<file path="src/rtl/register_file_mp_if.sv">
// Register-file bus: read ports, writeback ports and the issue-side pending-set request.
// The issuing/writeback side is the master; the register file is the slave.
interface register_file_mp_if #(
  parameter int DATA_WIDTH  = 32,
  parameter int NUM_REGS    = 32,
  parameter int READ_PORTS  = 2,
  parameter int WRITE_PORTS = 1
);
  localparam int TAG_WIDTH = $clog2(NUM_REGS);

  logic [READ_PORTS*TAG_WIDTH-1:0]   rs_addr;
  logic [READ_PORTS*DATA_WIDTH-1:0]  rs_data;
  logic [READ_PORTS-1:0]             rs_busy;
  logic [WRITE_PORTS-1:0]            wr_en;
  logic [WRITE_PORTS*TAG_WIDTH-1:0]  wr_addr;
  logic [WRITE_PORTS*DATA_WIDTH-1:0] wr_data;
  logic                              issue_en;
  logic [TAG_WIDTH-1:0]              issue_rd;

  modport master (
    output rs_addr, wr_en, wr_addr, wr_data, issue_en, issue_rd,
    input  rs_data, rs_busy
  );

  modport slave (
    input  rs_addr, wr_en, wr_addr, wr_data, issue_en, issue_rd,
    output rs_data, rs_busy
  );
endinterface

</file>
<file path="src/rtl/register_file_mp.sv">
// Multi-ported stage-5 integer register file with optional write-to-read bypass,
// optional hardwired zero register and a per-register pending-write scoreboard.
module register_file_mp #(
  parameter int DATA_WIDTH  = 32,
  parameter int NUM_REGS    = 32,
  parameter int READ_PORTS  = 2,
  parameter int WRITE_PORTS = 1,
  parameter int BYPASS      = 1,
  parameter int ZERO_REG    = 1
) (
  input  logic                clock,
  input  logic                reset_n,
  register_file_mp_if.slave   rf
);
  localparam int TAG_WIDTH = $clog2(NUM_REGS);

  logic [DATA_WIDTH-1:0]             regs_r [NUM_REGS];
  logic [NUM_REGS-1:0]               pending_r;
  logic [READ_PORTS*DATA_WIDTH-1:0]  rs_data_r;
  logic [READ_PORTS-1:0]             rs_busy_r;

  logic [NUM_REGS-1:0]               wr_hit_s;
  logic [DATA_WIDTH-1:0]             wr_val_s [NUM_REGS];
  logic [NUM_REGS-1:0]               pending_nxt_s;
  logic [TAG_WIDTH-1:0]              rd_idx_s [READ_PORTS];
  logic [READ_PORTS*DATA_WIDTH-1:0]  rd_data_s;
  logic [READ_PORTS-1:0]             rd_busy_s;

  function automatic logic is_zero_idx(input logic [TAG_WIDTH-1:0] idx);
    return (ZERO_REG != 0) && (idx == {TAG_WIDTH{1'b0}});
  endfunction

  // Resolve writeback ports per register; scanning upward lets the highest port win.
  always_comb begin
    wr_hit_s = {NUM_REGS{1'b0}};
    for (int r = 0; r < NUM_REGS; r++) begin
      wr_val_s[r] = {DATA_WIDTH{1'b0}};
      for (int w = 0; w < WRITE_PORTS; w++) begin
        logic hit;
        hit = rf.wr_en[w]
              && (rf.wr_addr[w*TAG_WIDTH +: TAG_WIDTH] == TAG_WIDTH'(r))
              && !is_zero_idx(TAG_WIDTH'(r));
        wr_hit_s[r] = wr_hit_s[r] | hit;
        wr_val_s[r] = hit ? rf.wr_data[w*DATA_WIDTH +: DATA_WIDTH] : wr_val_s[r];
      end
    end
  end

  // Scoreboard next state: a new producer supersedes a completing one.
  always_comb begin
    pending_nxt_s = {NUM_REGS{1'b0}};
    for (int r = 0; r < NUM_REGS; r++) begin
      if (rf.issue_en && (rf.issue_rd == TAG_WIDTH'(r)) && !is_zero_idx(TAG_WIDTH'(r))) begin
        pending_nxt_s[r] = 1'b1;
      end else if (wr_hit_s[r]) begin
        pending_nxt_s[r] = 1'b0;
      end else begin
        pending_nxt_s[r] = pending_r[r];
      end
    end
  end

  // Slice the packed read-index bus into one index per port.
  always_comb begin
    for (int p = 0; p < READ_PORTS; p++) begin
      rd_idx_s[p] = rf.rs_addr[p*TAG_WIDTH +: TAG_WIDTH];
    end
  end

  // Read mux; register 0 never holds a nonzero value or a pending bit when hardwired.
  always_comb begin
    rd_data_s = {(READ_PORTS*DATA_WIDTH){1'b0}};
    rd_busy_s = {READ_PORTS{1'b0}};
    for (int p = 0; p < READ_PORTS; p++) begin
      if (BYPASS != 0) begin
        rd_data_s[p*DATA_WIDTH +: DATA_WIDTH] =
          wr_hit_s[rd_idx_s[p]] ? wr_val_s[rd_idx_s[p]] : regs_r[rd_idx_s[p]];
        rd_busy_s[p] = pending_nxt_s[rd_idx_s[p]];
      end else begin
        rd_data_s[p*DATA_WIDTH +: DATA_WIDTH] = regs_r[rd_idx_s[p]];
        rd_busy_s[p] = pending_r[rd_idx_s[p]];
      end
    end
  end

  // Architectural state, scoreboard and registered read outputs.
  always_ff @(posedge clock or negedge reset_n) begin
    if (!reset_n) begin
      for (int r = 0; r < NUM_REGS; r++) begin
        regs_r[r] <= {DATA_WIDTH{1'b0}};
      end
      pending_r <= {NUM_REGS{1'b0}};
      rs_data_r <= {(READ_PORTS*DATA_WIDTH){1'b0}};
      rs_busy_r <= {READ_PORTS{1'b0}};
    end else begin
      for (int r = 0; r < NUM_REGS; r++) begin
        regs_r[r] <= wr_hit_s[r] ? wr_val_s[r] : regs_r[r];
      end
      pending_r <= pending_nxt_s;
      rs_data_r <= rd_data_s;
      rs_busy_r <= rd_busy_s;
    end
  end

  assign rf.rs_data = rs_data_r;
  assign rf.rs_busy = rs_busy_r;

endmodule

</file>
<file path="src/flat_wrapper.sv">
// flat-port wrapper written by rule: the top's interface ports become plain ports
module register_file_mp_flat 
#(
  parameter int DATA_WIDTH  = 32,
  parameter int NUM_REGS    = 32,
  parameter int READ_PORTS  = 2,
  parameter int WRITE_PORTS = 1,
  parameter int BYPASS      = 1,
  parameter int ZERO_REG    = 1
)
  (clock, reset_n, rf_rs_addr, rf_wr_en, rf_wr_addr, rf_wr_data, rf_issue_en, rf_issue_rd, rf_rs_data, rf_rs_busy);
  register_file_mp_if #(.DATA_WIDTH(DATA_WIDTH), .NUM_REGS(NUM_REGS), .READ_PORTS(READ_PORTS), .WRITE_PORTS(WRITE_PORTS)) rf_i ();
  input  logic clock;
  input  logic reset_n;
  input wire logic [$bits(rf_i.rs_addr)-1:0] rf_rs_addr;
  input wire logic [$bits(rf_i.wr_en)-1:0] rf_wr_en;
  input wire logic [$bits(rf_i.wr_addr)-1:0] rf_wr_addr;
  input wire logic [$bits(rf_i.wr_data)-1:0] rf_wr_data;
  input wire logic [$bits(rf_i.issue_en)-1:0] rf_issue_en;
  input wire logic [$bits(rf_i.issue_rd)-1:0] rf_issue_rd;
  output wire logic [$bits(rf_i.rs_data)-1:0] rf_rs_data;
  output wire logic [$bits(rf_i.rs_busy)-1:0] rf_rs_busy;
  assign rf_i.rs_addr = rf_rs_addr;
  assign rf_i.wr_en = rf_wr_en;
  assign rf_i.wr_addr = rf_wr_addr;
  assign rf_i.wr_data = rf_wr_data;
  assign rf_i.issue_en = rf_issue_en;
  assign rf_i.issue_rd = rf_issue_rd;
  assign rf_rs_data = rf_i.rs_data;
  assign rf_rs_busy = rf_i.rs_busy;
  register_file_mp #(.DATA_WIDTH(DATA_WIDTH), .NUM_REGS(NUM_REGS), .READ_PORTS(READ_PORTS), .WRITE_PORTS(WRITE_PORTS), .BYPASS(BYPASS), .ZERO_REG(ZERO_REG)) u_core (.clock(clock), .reset_n(reset_n), .rf(rf_i));
endmodule
</file>
<file path="config.mk">
export PLATFORM = sky130hd
export DESIGN_NAME = register_file_mp_flat
export DESIGN_NICKNAME = d
export VERILOG_FILES = /design/src/rtl/register_file_mp_if.sv /design/src/rtl/register_file_mp.sv /design/src/flat_wrapper.sv
export SDC_FILE = /design/constraint.sdc
export NUM_CORES = 2
export LEC_CHECK = 0
export BUFFER_PORTS_ARGS = -buffer_cell sky130_fd_sc_hd__buf_4
export CORE_MARGIN = 4
export CORE_UTILIZATION = 59
export CTS_CLUSTER_SIZE = 20
export DETAILED_ROUTE_END_ITERATION = 8
export MAX_ROUTING_LAYER = met4
export PLACE_DENSITY = 0.86
export REMOVE_ABC_BUFFERS = 1
export SYNTH_ARGS = -nofsm -noshare
export SYNTH_HDL_FRONTEND = slang
export SYNTH_SLANG_ARGS = --single-unit
</file>
<file path="constraint.sdc">
create_clock -name clock -period 2.53 [get_ports clock]
set_input_delay 0 -clock clock [delete_from_list [all_inputs] [get_ports clock]]
set_output_delay 0 -clock clock [all_outputs]
set_load 0.01 [all_outputs]
</file>
Word level (Yosys, flattened, before mapping)

Index checks and enable logic that the tools add are counted.

Register bits: 1089
Bits of input ports: 56
Output and inout port bits: 66
Word-level logic and storage cells: 279

Magnitude comparators: 4
Equality and inequality tests: 62
Multiplexer cells: 115
Bitwise operators: 2
Reductions and logical operators: 62

Operators by type and width:

| operator                                                             | number |
|---|---|
| 32-bit 2-to-1 mux                                                    | 41 |
| 32-bit binary-select mux with 5-bit select                           | 4 |
| 5-bit == test, second input constant                                 | 32 |
| 5-bit by 4-bit == test with 1-bit output, second input constant      | 16 |
| 1-bit 2-to-1 mux                                                     | 66 |
| 1-bit logical AND                                                    | 62 |
| 5-bit by 3-bit == test with 1-bit output, second input constant      | 8 |
| 1-bit binary-select mux with 5-bit select                            | 4 |
| 5-bit by 2-bit == test with 1-bit output, second input constant      | 4 |
| 6-bit >= comparator, second input constant                           | 2 |
| 5-bit by 6-bit < comparator with 1-bit output, second input constant | 2 |
| 5-bit inverter with 6-bit output                                     | 2 |
| 5-bit by 1-bit == test with 1-bit output, second input constant      | 2 |

Depth between registers and ports, before layout

Depth in word-level cells: 7
Depth in mapped cells: 11
Mapped depth without buffers: 7

Worst setup path after synthesis

Ideal clock, no wire load.

Path type: in2reg
Start: input rf_rs_addr[0]
End: register u_core.rs_data_r[30], in the netlist u_core.rf.rs_data[30]
Library setup time: 0.146 ns
Arrival: 1.901 ns
Required time: 2.384 ns
Setup slack: 0.483 ns
Cell stages on the path: 7
Path buffers: 3
Path through: buf_2 -> buf_2 -> buf_2 -> mux4_2 -> mux4_2 -> mux2i_1 -> mux2i_1

Longest elaborated chain between the ends: 5
Elaborated cells on any way between the ends: 10
Those cells by class: 9 x mux; 1 x bitwise

Ends and longest elaborated chain:

| item                                                   | RTL line                | source |
|---|---|---|
| start: declaration                                     | flat_wrapper.sv:15      | `input wire logic [$bits(rf_i.rs_addr)-1:0] rf_rs_addr;` |
| 5-bit inverter with 6-bit output (implied by the code) | register_file_mp.sv:77  | `wr_hit_s[rd_idx_s[p]] ? wr_val_s[rd_idx_s[p]] : regs_r[rd_idx_s[p]];` |
| 32-bit binary-select mux with 5-bit select             | register_file_mp.sv:77  |  |
| 32-bit 2-to-1 mux (implied by the code) (2 in series)  | register_file_mp.sv:77  |  |
| 32-bit 2-to-1 mux (*)                                  | register_file_mp.sv:77  |  |
| via u_core.rd_data_s[30]                               | register_file_mp.sv:26  | `logic [READ_PORTS*DATA_WIDTH-1:0] rd_data_s;` |
| end signal: assignment                                 | register_file_mp.sv:93  | `rs_data_r <= {(READ_PORTS*DATA_WIDTH){1'b0}};` |
| end signal: assignment                                 | register_file_mp.sv:100 | `rs_data_r <= rd_data_s;` |
| end: declaration                                       | register_file_mp.sv:19  | `logic [READ_PORTS*DATA_WIDTH-1:0] rs_data_r;` |

Mark *: on every way through the listed nets, which the timed path passes. The rest lies on a longest branch. The select of a mux whose other input is x is not followed.
A chain may end at the register's enable or synchronous reset.

Worst setup path after layout

Start: input rf_wr_addr[4]
End: register u_core.rs_busy_r[0], in the netlist u_core.rf.rs_busy[0]

Longest elaborated chain between the ends: 6
Elaborated cells on any way between the ends: 126
Those cells by class: 31 x eq/ne; 64 x mux; 31 x reduce/logical

Ends and longest elaborated chain:

| item                                                             | RTL line                | source |
|---|---|---|
| start: declaration                                               | flat_wrapper.sv:17      | `input wire logic [$bits(rf_i.wr_addr)-1:0] rf_wr_addr;` |
| 5-bit by 1-bit == test with 1-bit output (tied with other cells) | register_file_mp.sv:41  | `&& (rf.wr_addr[w*TAG_WIDTH +: TAG_WIDTH] == TAG_WIDTH'(r))` |
| 1-bit logical AND                                                | register_file_mp.sv:41  |  |
| 1-bit 2-to-1 mux                                                 | register_file_mp.sv:55  | `end else if (wr_hit_s[r]) begin` |
| 1-bit 2-to-1 mux                                                 | register_file_mp.sv:53  | `if (rf.issue_en && (rf.issue_rd == TAG_WIDTH'(r)) && !is_zero_idx(TAG_WIDTH'(r))) begin` |
| 1-bit binary-select mux with 5-bit select (*)                    | register_file_mp.sv:78  | `rd_busy_s[p] = pending_nxt_s[rd_idx_s[p]];` |
| 1-bit 2-to-1 mux (implied by the code) (*)                       | register_file_mp.sv:78  |  |
| via u_core.rd_busy_s[0]                                          | register_file_mp.sv:27  | `logic [READ_PORTS-1:0] rd_busy_s;` |
| end signal: assignment                                           | register_file_mp.sv:94  | `rs_busy_r <= {READ_PORTS{1'b0}};` |
| end signal: assignment                                           | register_file_mp.sv:101 | `rs_busy_r <= rd_busy_s;` |
| end: declaration                                                 | register_file_mp.sv:20  | `logic [READ_PORTS-1:0] rs_busy_r;` |

Marks and branches as above.

==> results.yml <==
run_status:
  status: "complete, no violations"
cells_and_area:
  fin_nets: 4084
  fillers: 6006
  instances_no_fill: 5389
  area.growth.synth_to_final_pct: 13.7
  drive_gt1_share_pct: 48.7
  postLayoutCoreUtil_pct: 68.0
place:
  dpl.hpwl_microns: 94900
  dp.cells: 5113
  io_buffers: 121
  routabilityCongestion: 0.959
  place_ws_ns: 0.246
drt:
  initialDrtViolationCount: 4729
  num_vias: 38400
  top_layer_used: "met4"
  wl_per_cell_microns: 31.2
  wl_met2_microns: 78000
  drt_pass1_iterations: 6
  routed_wl_microns: 168000
  antenna_left: 0
  dr_wl_met3_microns: 19500
  viasPerCell: 7.13
  met1_length_microns: 62600
  drc: 0
sta:
  fmax_ghz: 0.403
  timing.slew.headroom_pct: 30.8
  tightest_slew_ns: 1.04
  clock_skew_ns: 0.0317
  finalMaxSlewViolations: 0
  fin_crit_ns: 2.48
  finalCritPeriodShare_pct: 98.0
  finalSetupTns_ns: 0
  setup_violations: 0
  setup_ws_ns: 0.0493
  hold_violations: 0
  rsz0062_at_grt: "no"
clock_network:
  cts_made_buffers: 111
  path_clk_slew_ns: 0.07
  htreeDepth: 3
  clk_path_buf_depth: 3
  root_buffer: "clkbuf_16"
  cts_tree: "done"
  clock-sinks: 1089
  post-cts-setup-buffers: 0
  worstSkewPairLatency_ns: 0.72
die:
  core-area_sq_um: 95600
  placementRows: 113
  die_h_microns: 319
  initial_core_util_pct: 59.8
  die-area_sq_um: 102000
  ioPinCount: 122
  die_width_microns: 319
worst_hold_path:
  hp-class: "in2async"
synthesis:
  synthTopCellsByArea: "dfrtp_1 (48%), mux4_2 (23%), mux2_2 (17%), mux2i_1 (2.2%), nand2_1 (2.0%)"
  synthAdderAreaFrac_pct: 0
  netlist_top_cells_count: "dfrtp_1 (1089), mux2_2 (869), mux4_2 (574)"
  synth.largest_area_cell: "dfrtp_1"
  yosysMostFrequentCell: "dfrtp_1"
  synth-compound-area-share_pct: 3.50
  synth_top_area_share_pct: 47.7
  synth_edf_count: 0
  synth_warnings: 0
  synth_top_family_by_area: "multiplexers"
  synthMuxAreaShare_pct: 41.9
  synth_seq_cells: 1089
  syn-instance-count: 3924
  syn_avg_cell_area_sq_um: 14.6
  ys.flop_type: "dfrtp_1"
  yosysUniqueCellTypes: 65
  synthXorXnorAreaFrac_pct: 0.123
  netlist_area_sq_um: 57200
  ys_seq_area_share_pct: 47.7
  yosys.area_share.simple_pct: 3.66
  async_flop_share_pct: 100
critical_path:
  crit_type: "in2reg"
  cp.arrival_ns: 3.07
  start_kind: "input pin"
  cp_max_fo: 13
  critPathRequiredTime_ns: 3.12
  worstSetupEndpointType: "register"
global_routing:
  grt_pass1_wl_microns: 255000
  first_global_vias: 40400
  antenna_found_initial: 2
  grt_overflow: 0
  globalRouteTotalUtil_pct: 34.2
  grt_max_degree: 101
pwr:
  leakage_nw: 28.6
  p_per_area_nw_per_um2: 792
  swShare_pct: 27.5
  max-vdd-ir-drop_uv: 564
  p_int_mw: 37.3
  clkPwrFrac_pct: 33.1
  power.net_switching_mw: 14.1
  pwr-share-comb_pct: 21.3
  share_seq_of_total_power_pct: 45.6
job:
  drv_cap: 0
[cells in the final DEF (no fill, tap or decap), types with 5 or more instances in the layout]
cell and instances:
a22oi_1 12, buf_4 249, a21oi_1 56, dfrtp_1 1089, bufinv_16 9, mux2_2 869
clkbuf_1 21, clkinv_2 25, clkinv_8 5, mux2i_1 125, a221oi_1 8, nor2_4 5
buf_12 69, dlygate4sd3_1 64, nor2_1 58, clkinvlp_4 6, nand2_1 296, nand2b_1 10
nand3_1 10, clkbuf_8 27, nor2b_1 7, a31oi_1 8, nor3_1 18, clkbuf_16 113
nand2_2 27, mux4_2 574, a22o_1 8, o21ai_0 217, o22ai_1 6, inv_1 31
nand4_1 5
[cell families after synthesis]
kind of cell	Yosys count
muxes	1568
xor gates and xnor gates	8
buffers and inverters	434
and+or+nand+nor	473
AOI/OAI and AO/OA	352
DFF	1089
[critical path: stages]
cell and delay [ns]:
dlygate4sd3_1 0.54, buf_4 0.18, nor4b_4 0.45, nand2_2 0.13, dlygate4sd3_1 0.61, a22oi_2 0.23, mux2i_1 0.12, a22oi_2 0.20
nor4_1 0.07, or4b_1 0.54
[state kept, by name, indices dropped and copies added (netlist names)]
name / cells
u_core.regs_r: 992
u_core.rf.rs_data: 64
u_core.pending_r: 31
u_core.rf.rs_busy: 2
[what timing repair did]
item	in CTS	in global routing
setup endpoints to repair	0	7
gates resized for setup	0	3
hold buffers	66	0
endpoints found under the hold margin	1992	0
[per-layer routing]
layer  vias to the layer above  global-route usage [%]
met2                      2520                    50.6
met4                         0                    15.0
met3                       569                    9.39
met1                     20200                    45.0
li1                      15200                       -
met5                         -                       -
[stage by stage]
step                instance area [sq um]  hold WS [ns]  power, mW
floorplan                           55500        -0.296       30.0
finish                              65000         0.129       51.5
CTS                                 65000        0.0968       51.4
global route                        65000         0.131       53.4
global placement                    60500        0.0182       33.5
detailed placement                  60500        0.0167       34.2
[power groups by stage]
| stage | Sequential [mW] | Clock [mW] | Combinational, mW |
|---|---|---|---|
| after floorplan | 22.8 | 0 | 7.18 |
| after global placement | 23.2 | 0 | 10.3 |
| after detailed placement | 23.5 | 0 | 10.7 |
| after CTS | 23.3 | 17.1 | 10.9 |
| after global routing | 23.8 | 17.9 | 11.7 |
| final | 23.5 | 17.0 | 11.0 |
[cell type report]
cell class	instances	area, sq um	share of cell area, %
diodes	2	5.00	0.00770
flip-flops and latches	1089	27300	41.9
clock buffers	160	3250	5.00
multi-input cells	2401	28200	43.4
inverters	35	136	0.210
clock inverters	47	539	0.830
repair buffers	390	4030	6.20
well taps	1265	1580	2.43
[worst paths after layout]
check,from,endpoint,slack [ns],depth (start not counted)
setup / recovery,rf_wr_addr[4],u_core.rf.rs_busy[0],0.05,10
hold / removal,reset_n,u_core.pending_r[22],0.13,3
setup reg to reg,u_core.regs_r[414],u_core.rf.rs_data[30],0.12,5
hold reg to reg,u_core.pending_r[25],u_core.pending_r[25],0.50,2
max in group asynchronous,reset_n,u_core.regs_r[678],1.81,3
min in group clock,rf_rs_addr[0],u_core.rf.rs_busy[0],0.13,5
No activity file was read; power rests on OpenSTA's default activity.
